===== src/rtl/booth_digit_encoder.sv =====
// Serial radix-4 Booth recoder: takes one signed multiplier operand and hands out
// one Booth digit per handshake, LSB digit first, as one-hot magnitude plus sign.
module booth_digit_encoder #(
  parameter int WIDTH         = 16,
  parameter int APPROX_DIGITS = 0
) (
  input  logic                           clk,
  input  logic                           rst,
  input  logic                           in_valid,
  output logic                           in_ready,
  input  logic [WIDTH-1:0]               in_mult,
  output logic                           dig_valid,
  input  logic                           dig_ready,
  output logic                           dig_zero,
  output logic                           dig_one,
  output logic                           dig_two,
  output logic                           dig_neg,
  output logic [$clog2(WIDTH/2)-1:0]     dig_idx,
  output logic                           dig_last,
  output logic                           busy
);

  localparam int N    = WIDTH / 2;
  localparam int IDXW = $clog2(N);
  localparam logic [IDXW-1:0] LAST_IDX = IDXW'(N - 1);

  typedef enum logic {IDLE, RUN} state_t;

  state_t           state_reg;
  logic [WIDTH:0]   sh_reg;
  logic [IDXW-1:0]  idx_reg;
  logic [N-1:0]     approx_vec;
  logic [2:0]       triplet;
  logic             run;
  logic             approx;
  logic             dec_zero;
  logic             dec_one;
  logic             dec_two;
  logic             dec_neg;

  // Per-digit approximation mask, fixed at elaboration.
  genvar gi;
  generate
    for (gi = 0; gi < N; gi++) begin : g_approx
      assign approx_vec[gi] = (gi < APPROX_DIGITS);
    end
  endgenerate

  always_ff @(posedge clk) begin
    if (rst) begin
      state_reg <= IDLE;
      sh_reg    <= '0;
      idx_reg   <= '0;
    end else begin
      case (state_reg)
        IDLE: begin
          if (in_valid) begin
            sh_reg    <= {in_mult, 1'b0};
            idx_reg   <= '0;
            state_reg <= RUN;
          end
        end
        RUN: begin
          if (dig_ready) begin
            // Arithmetic shift keeps the sign bit feeding the upper triplets.
            sh_reg <= {sh_reg[WIDTH], sh_reg[WIDTH], sh_reg[WIDTH:2]};
            if (idx_reg == LAST_IDX) begin
              idx_reg   <= '0;
              state_reg <= IDLE;
            end else begin
              idx_reg <= idx_reg + 1'b1;
            end
          end
        end
        default: state_reg <= IDLE;
      endcase
    end
  end

  assign triplet = sh_reg[2:0];

  always_comb begin
    dec_zero = 1'b0;
    dec_one  = 1'b0;
    dec_two  = 1'b0;
    case (triplet)
      3'b000, 3'b111: dec_zero = 1'b1;
      3'b001, 3'b010,
      3'b101, 3'b110: dec_one  = 1'b1;
      3'b011, 3'b100: dec_two  = 1'b1;
      default:        dec_zero = 1'b1;
    endcase
    dec_neg = triplet[2] & ~(triplet[1] & triplet[0]);
  end

  assign run       = (state_reg == RUN);
  assign approx    = approx_vec[idx_reg];
  assign in_ready  = ~run;
  assign dig_valid = run;
  assign busy      = run;
  assign dig_idx   = idx_reg;
  assign dig_last  = run && (idx_reg == LAST_IDX);

  // Outside RUN, or for approximated digits, present a clean zero digit.
  assign dig_zero = (run && !approx) ? dec_zero : 1'b1;
  assign dig_one  = run && !approx && dec_one;
  assign dig_two  = run && !approx && dec_two;
  assign dig_neg  = run && !approx && dec_neg;

endmodule


===== config.mk =====
export PLATFORM = sky130hd
export DESIGN_NAME = booth_digit_encoder
export DESIGN_NICKNAME = d
export VERILOG_FILES = /design/src/rtl/booth_digit_encoder.sv
export SDC_FILE = /design/constraint.sdc
export NUM_CORES = 1
export LEC_CHECK = 0
export BUFFER_PORTS_ARGS = -buffer_cell sky130_fd_sc_hd__buf_2
export CAP_MARGIN = 20
export CORE_MARGIN = 1.5
export CORE_UTILIZATION = 54
export DETAILED_ROUTE_END_ITERATION = 10
export HOLD_SLACK_MARGIN = 0.12
export PLACE_DENSITY = 0.86
export SLEW_MARGIN = 40
export SYNTH_ARGS = -nofsm -noshare
export SYNTH_HDL_FRONTEND = slang
export SYNTH_SLANG_ARGS = --single-unit

===== constraint.sdc =====
create_clock -name clk -period 2.1 [get_ports clk]
set_input_delay 0.63 -clock clk [delete_from_list [all_inputs] [get_ports clk]]
set_output_delay 0.63 -clock clk [all_outputs]
set_load 0.01 [all_outputs]

Yosys cells after proc, flatten, opt, wreduce, memory -nomap -nowiden
Memory sizes are Yosys's and may differ from the RTL's. A register that Yosys moved wholly into a read port is not among the register bits.
Index checks and enable logic that the tools add are counted.
{"block": "word_totals", "ff_bits": 21, "mem_bits_ro": 8, "input_bits": 20, "output_inout_bits": 11, "word_cells": 51, "n_memories": 1}
{"memory": "(name not given)", "depth": 8, "word_bits": 1, "read_ports": 1, "rd_clocked_by_memory_dff": 1, "wr": 0, "line_no": "97", "source": "assign approx = approx_vec[idx_reg];"}
{"block": "op_classes", "n_addsub": 1, "order_cmp": 1, "eq_ne": 10, "mux": 18, "n_bitwise": 4, "n_reduce_logical": 12}
{"op": "$pmux W17 S2", "count": 1}
{"op": "$mux W17", "count": 1}
{"op": "$mux W16", "count": 1}
{"op": "$eq A3 B3 Y1 const B", "count": 5}
{"op": "$mux W3", "count": 5}
{"op": "$mux W1", "count": 8}
{"op": "$eq A3 B2 Y1 const B", "count": 2}
{"op": "$pmux W3 S2", "count": 1}
{"op": "$logic_and A1 B1 Y1", "count": 5}
{"op": "$lt A3 B4 Y1 const B", "count": 1}
{"op": "$ne A2 B2 Y1 const B", "count": 2}
{"op": "$reduce_and A2 Y1", "count": 2}
{"op": "$reduce_or A2 Y1", "count": 2}
{"op": "$reduce_or A4 Y1", "count": 1}
{"op": "$add A3 B1 Y3 const B", "count": 1}
{"op": "$eq A3 B1 Y1 const B", "count": 1}
{"op": "$logic_not A3 Y1", "count": 1}
{"op": "$and A1 B1 Y1", "count": 2}
{"op": "$not A1 Y1", "count": 2}
{"op": "$pmux W1 S2", "count": 1}
{"op": "$logic_not A1 Y1", "count": 1}

Logic depth before layout (Yosys ltp)
Gate-level depths: netlist of the first run.
{"block": "logic_depth", "ltp_word": 6, "depth_mapped": 5, "depth_no_buf": 5}

Worst setup path after synthesis of the first run
No wires, ideal clock.
{"block": "synth_path", "kind": "register to output", "startpoint": "register state_reg (netlist: busy)", "endpoint": "output dig_two", "arrival_time_ns": 1.024, "t_required_ns": 1.470, "path_slack_ns": 0.446, "stages_incl_launch_ff": 5, "path_buffers": 2, "cell_sequence": "dfxtp_1 -> buf_6 -> buf_2 -> inv_1 -> nor2_1"}
{"block": "synth_between", "elab_chain_len": 2}
{"item": "start, declared", "line_no": "29", "source": "state_t state_reg;"}
{"item": "start signal, assigned", "line_no": "51", "source": "state_reg <= IDLE;"}
{"item": "start signal, assigned", "line_no": "60", "source": "state_reg <= RUN;"}
{"item": "start signal, assigned", "line_no": "69", "source": "state_reg <= IDLE;"}
{"item": "$logic_and A1 B1 Y1 (2 in series)", "line_no": "107", "source": "assign dig_two = run && !approx && dec_two;"}
{"item": "end, declared", "line_no": "16", "source": "output logic dig_two,"}
Every way passes these cells.

Final worst setup path of the first run
{"block": "layout_path", "startpoint": "register idx_reg[0] (netlist: dig_idx[0])", "endpoint": "output dig_last"}
{"block": "layout_between", "elab_chain_len": 2}
{"item": "start, declared", "line_no": "31", "source": "logic [IDXW-1:0] idx_reg;"}
{"item": "start signal, assigned", "line_no": "71", "source": "idx_reg <= idx_reg + 1'b1;"}
{"item": "$eq A3 B3 Y1", "line_no": "102", "source": "assign dig_last = run && (idx_reg == LAST_IDX);"}
{"item": "$logic_and A1 B1 Y1", "line_no": "102"}
{"item": "end, declared", "line_no": "19", "source": "output logic dig_last,"}
Every way passes these cells.

==> results.toml, run 1 <==
[status]
status = "completed"

[pwr]
p_per_area_nw_per_um2 = 648.2
leakagePower_nw = 0.5596
irDropWorstVdd_v = 0.0004789
power.total_mw = 0.8199

[yosys]
synth_cells = 107
syn_avg_cell_area_um2 = 10.35
ys_ff_latch = 21
seq_area_frac_synth_pct = 37.97
yosysWarnings = 0
synth_nets = 131
ys_types = 19
syn_area_um2 = 1107

[global_route]
grt_usage_pct = 18.24
grt_max_degree = 31
grt_pass1_wl_um = 3015
grt_pass1_vias = 730
grt-ovfl-total = 0
grt_antenna_before_repair = 0

[placement]
gp_congestion = 0.8131
portBuffers = 30
hpwlAfterDp_um = 1435
pre_cts_ws_ps = 444.9
place_inst = 157

[die]
io_pins = 31
num_rows = 16
die_area_um2 = 2331
core_area_um2 = 1942
die_h_um = 48.29
start_util_pct = 57.02
die_x_um = 48.29

[timing]
hold-worst-slack_ps = 489.6
max_slew_margin_pct = 65.36
period_minus_slack_ps = 1997
period_share_pct = 95.08
rsz0062_at_grt = "false"
clock.fmax_mhz = 500.8
layout_setup_ws_ps = 103.3
final-max-slew-violation-count = 0
hold_viol = 0
finalSetupTns_ps = 0
worst_slew_pin_slew_ps = 519.6
setup_violations = 0
fin_skew_ps = 10.99

[setup_path]
arrival_ps = 1370
critPathRequiredTime_ps = 1470
cp_max_fo = 4
cp-start-kind = "flop"
criticalPathCategory = "flop to output port"
endpoint_kind = "output port"

[drt]
dr.first_iter.drc_count = 8
antenna_left = 0
routed_wl_um = 1909
viasPerCell = 5.217
dr_total_vias = 840
dr.pass1.iters = 4
drc = 0
routedWlPerCell_um = 11.86

[cells_and_area]
drive_above_1_share_pct = 38.81
largest_reg_flops = 17
synthToLayoutAreaGrowth_pct = 14.24
fin_cells = 161
fin_nets = 159
antennaDiodeCount = 0

[clock_network]
numCtsBuffers = 3
cts_tree = "done"
post_cts_resized = 0
clock_latency_ps = 310
cts_hold_buf = 0
clockBufferDepth = 2
post-cts-setup-buffers = 0
clk_pin_slew_ps = 110
htree_levels = 1
cts_sinks = 21
root_buffer = "clkbuf_4"

[worst_hold_path]
hold_class = "flop to flop"

[run]
maxCapViolCount = 0
==> metal layers <==
| layer | GRT usage [%] | routed length (µm) | part of all wire, % |
|---|---|---|---|
| met2 | 29.74 | 978 | 51 |
| met5 | 0 | 0 | 0 |
| met3 | 2.593 | 54 | 2.8 |
| met4 | 9.730 | 31 | 1.6 |
| met1 | 23.13 | 844 | 44 |
==> placed cells by master (no fill, tap or decap) <==
| cell | n |
|---|---|
| a21oi_1 | 1 |
| and2_1 | 2 |
| buf_2 | 30 |
| nand2_1 | 3 |
| inv_1 | 3 |
| a211oi_2 | 15 |
| mux2_4 | 1 |
| nor2b_1 | 1 |
| clkinv_2 | 1 |
| a211oi_1 | 1 |
| clkbuf_4 | 3 |
| ha_1 | 4 |
| nand4b_1 | 1 |
| a32oi_1 | 3 |
| mux2i_1 | 19 |
| nor2_1 | 23 |
| buf_4 | 2 |
| dfxtp_1 | 21 |
==> kinds of logic after synthesis <==
group / count (synthesis) / synth area share [%]
compound gates: 20 / 20.45
flops: 21 / 37.97
buf+inv: 12 / 7.231
fa+ha+maj: 4 / 4.520
simple gates: 30 / 11.30
mux: 20 / 18.53
==> where the power goes <==
group	leakage, nW	internal (mW)	switching, mW
logic	0.368	0.0807	0.0913
clock network	0.0177	0.0711	0.123
registers	0.174	0.430	0.0235
==> critical path, cell delays in order (launching register included) <==
cell	delay, ps
dfxtp_1	350
ha_1	210
ha_1	200
and2_1	170
buf_2	130
==> stage by stage <==
step	cell area, µm²	util [%]
final	1265	65.14
after global routing	1265	65.14
after CTS	1265	65.14
after detailed placement	1237	63.72
after global placement	1237	63.72
after floorplan	1107	-
==> cell type report <==
cell class	instances	area (µm²)
clock inverters	1	5.005
clock buffers	3	22.52
flip-flops and latches	21	420.4
multi-input cells	74	606.8
well taps	27	33.78
fillers	160	676.9
repair buffers	32	165.2
inverters	3	11.26
==> synthesized netlist by cell type <==
cell | number | area (µm²)
mux2i_1 | 19 | 190.2
and2_1 | 2 | 12.51
buf_6 | 3 | 33.78
ha_1 | 4 | 50.05
buf_4 | 2 | 15.01
nor2_1 | 23 | 86.33
buf_1 | 2 | 7.510
mux2_4 | 1 | 15.01
clkbuf_4 | 1 | 7.510
nand2_1 | 3 | 11.26
nor2b_1 | 1 | 6.260
a21oi_1 | 1 | 5.000
dfxtp_1 | 21 | 420.4
buf_2 | 1 | 5.000
a32oi_1 | 3 | 26.28
a211oi_2 | 15 | 187.7
inv_1 | 3 | 11.26
nand4b_1 | 1 | 8.760
a211oi_1 | 1 | 7.510
==> worst paths after layout <==
kind                                 from                 endpoint  slack [ps]  cells past startpoint
setup / recovery  dig_idx[0]$_SDFFE_PP0P_                 dig_last         100                      4
hold / removal    dig_idx[1]$_SDFFE_PP0P_  dig_idx[1]$_SDFFE_PP0P_         490                      2
hold reg to reg   dig_idx[1]$_SDFFE_PP0P_  dig_idx[1]$_SDFFE_PP0P_         490                      2
setup reg to reg          busy$_SDFF_PP0_  dig_idx[1]$_SDFFE_PP0P_         590                      4
Note: power is estimated with default switching activity, not from simulation.
==> run 2: changes to the inputs <==
BUFFER_PORTS_ARGS = -buffer_cell sky130_fd_sc_hd__buf_4   (was -buffer_cell sky130_fd_sc_hd__buf_2)
==> run 2 against run 1 <==
  * Setup slack worse by 37 ps
  * Fmax shrank 1.8%
  * First-iteration DRC count increased by 25%
  * Combinational power up 11%
  * Clock-buffer cell count unchanged
==> results.toml, run 2 (same netlist as run 1, synthesis figures left out) <==
[timing]
fin_skew_ps = 3.374
layout_setup_ws_ps = 66.61
period_share_pct = 96.83
hold_viol = 0
max_slew_margin_pct = 68.05
setup_violations = 0
rsz0062_at_grt = "false"
clock.fmax_mhz = 491.8
finalSetupTns_ps = 0
final-max-slew-violation-count = 0
worst_slew_pin_slew_ps = 478.7
period_minus_slack_ps = 2033
hold-worst-slack_ps = 506.1

[pwr]
leakagePower_nw = 0.5797
power.total_mw = 0.8355
irDropWorstVdd_v = 0.0005008
p_per_area_nw_per_um2 = 623.5

[global_route]
grt_usage_pct = 19.88
grt_antenna_before_repair = 0
grt_busiest_layer = "met2"
grt_max_degree = 31
gr-usage-met1_pct = 24.66
gr-usage-met2_pct = 33.95
grt-ovfl-total = 0
grt_pass1_vias = 730
grt_pass1_wl_um = 3201
grtUsageMet3_pct = 3.333

[drt]
viasPerCell = 5.217
routed_wl_um = 2063
dr.first_iter.drc_count = 10
dr_total_vias = 840
routedWlPerCell_um = 12.81
drc = 0
dr.pass1.iters = 4
antenna_left = 0

[die]
die_area_um2 = 2331
core_area_um2 = 1942
io_pins = 31
die_x_um = 48.29
die_h_um = 48.29
num_rows = 16
start_util_pct = 57.02

[placement]
portBuffers = 30
gp_congestion = 0.8360
hpwlAfterDp_um = 1461
pre_cts_ws_ps = 448.4
place_inst = 157
post_dp_cell_area_um2 = 1313

[setup_path]
r2r-end = "sh_reg[10]$_SDFFE_PP0P_"
cp-start-kind = "flop"
cp_slowest_stage_delay_ps = 360
slowest_stage = "dfxtp_1"
criticalPathCategory = "flop to output port"
critPathRequiredTime_ps = 1470
r2r-start = "busy$_SDFF_PP0_"
cp_max_fo = 4
ff2ff_setup_slack_ps = 550
worst_r2r_path_depth = 3
endpoint_kind = "output port"
path_cells = "ha_1 > ha_1 > and2_1 > buf_4"
cpMostUsedCell = "ha_1"
arrival_ps = 1400

[clock_network]
cts_hold_buf = 0
post_cts_resized = 0
clockBufferDepth = 2
root_buffer = "clkbuf_4"
cts_tree = "done"
clk_pin_slew_ps = 110
htree_levels = 1
cts_sinks = 21
post-cts-setup-buffers = 0
numCtsBuffers = 3
clock_latency_ps = 300

[cells_and_area]
n_fill_cell = 150
antennaDiodeCount = 0
layout_common_cells = "buf_4, nor2_1, dfxtp_1"
final_common_cell = "buf_4"
fin_cells = 161
fin_util_pct = 69.01
fin_nets = 159
synthToLayoutAreaGrowth_pct = 21.02
drive_above_1_share_pct = 38.81
final_area_um2 = 1340
largest_reg_flops = 17
multi_input_area_um2 = 606.8
seqCellArea_um2 = 420.4

[worst_hold_path]
hold_path_depth = 2
worstHoldStart = "dig_idx[1]$_SDFFE_PP0P_"
hold_end = "dig_idx[1]$_SDFFE_PP0P_"
hold_class = "flop to flop"

[run]
maxCapViolCount = 0

[status]
status = "completed"
run 2: worst max path at each step:
stage | endpoint | slack, ps | startpoint | cells after the start
final | dig_last | 70 | dig_idx[0]$_SDFFE_PP0P_ | 4
after global routing | dig_last | 20 | dig_idx[0]$_SDFFE_PP0P_ | 4
after CTS | dig_last | 70 | dig_idx[0]$_SDFFE_PP0P_ | 4
after detailed placement | dig_last | 450 | dig_idx[0]$_SDFFE_PP0P_ | 4
after global placement | dig_last | 480 | dig_idx[0]$_SDFFE_PP0P_ | 4
after floorplan | dig_two | 450 | busy$_SDFF_PP0_ | 4
run 2: per-layer routing:
layer,up-vias,wire length [µm]
li1,435,-
met1,387,884
met2,14,1087
met3,4,59
met4,0,31
met5,-,0
run 2: cell type report:
type                            count  share of cell area [%]
Multi-Input combinational cell     74                   45.28
Sequential cell                    21                   31.37
Timing Repair Buffer               32                   17.93
Tap cell                           27                   2.521
Clock buffer                        3                   1.681
Inverter                            3                  0.8403
Clock inverter                      1                  0.3735
run 2: power by group:
| group | leakage, nW | internal [mW] | total, mW | switching (mW) |
|---|---|---|---|---|
| registers | 0.174 | 0.430 | 0.454 | 0.0239 |
| logic | 0.388 | 0.0955 | 0.191 | 0.0952 |
| clock network | 0.0177 | 0.0710 | 0.191 | 0.120 |
run 2: worst max-delay path, delay by kind of cell, from the launching register on:
family,cells,cell delay (ps)
flops,1,360
simple gates,1,170
buf+inv,1,140
fa+ha+maj,2,430
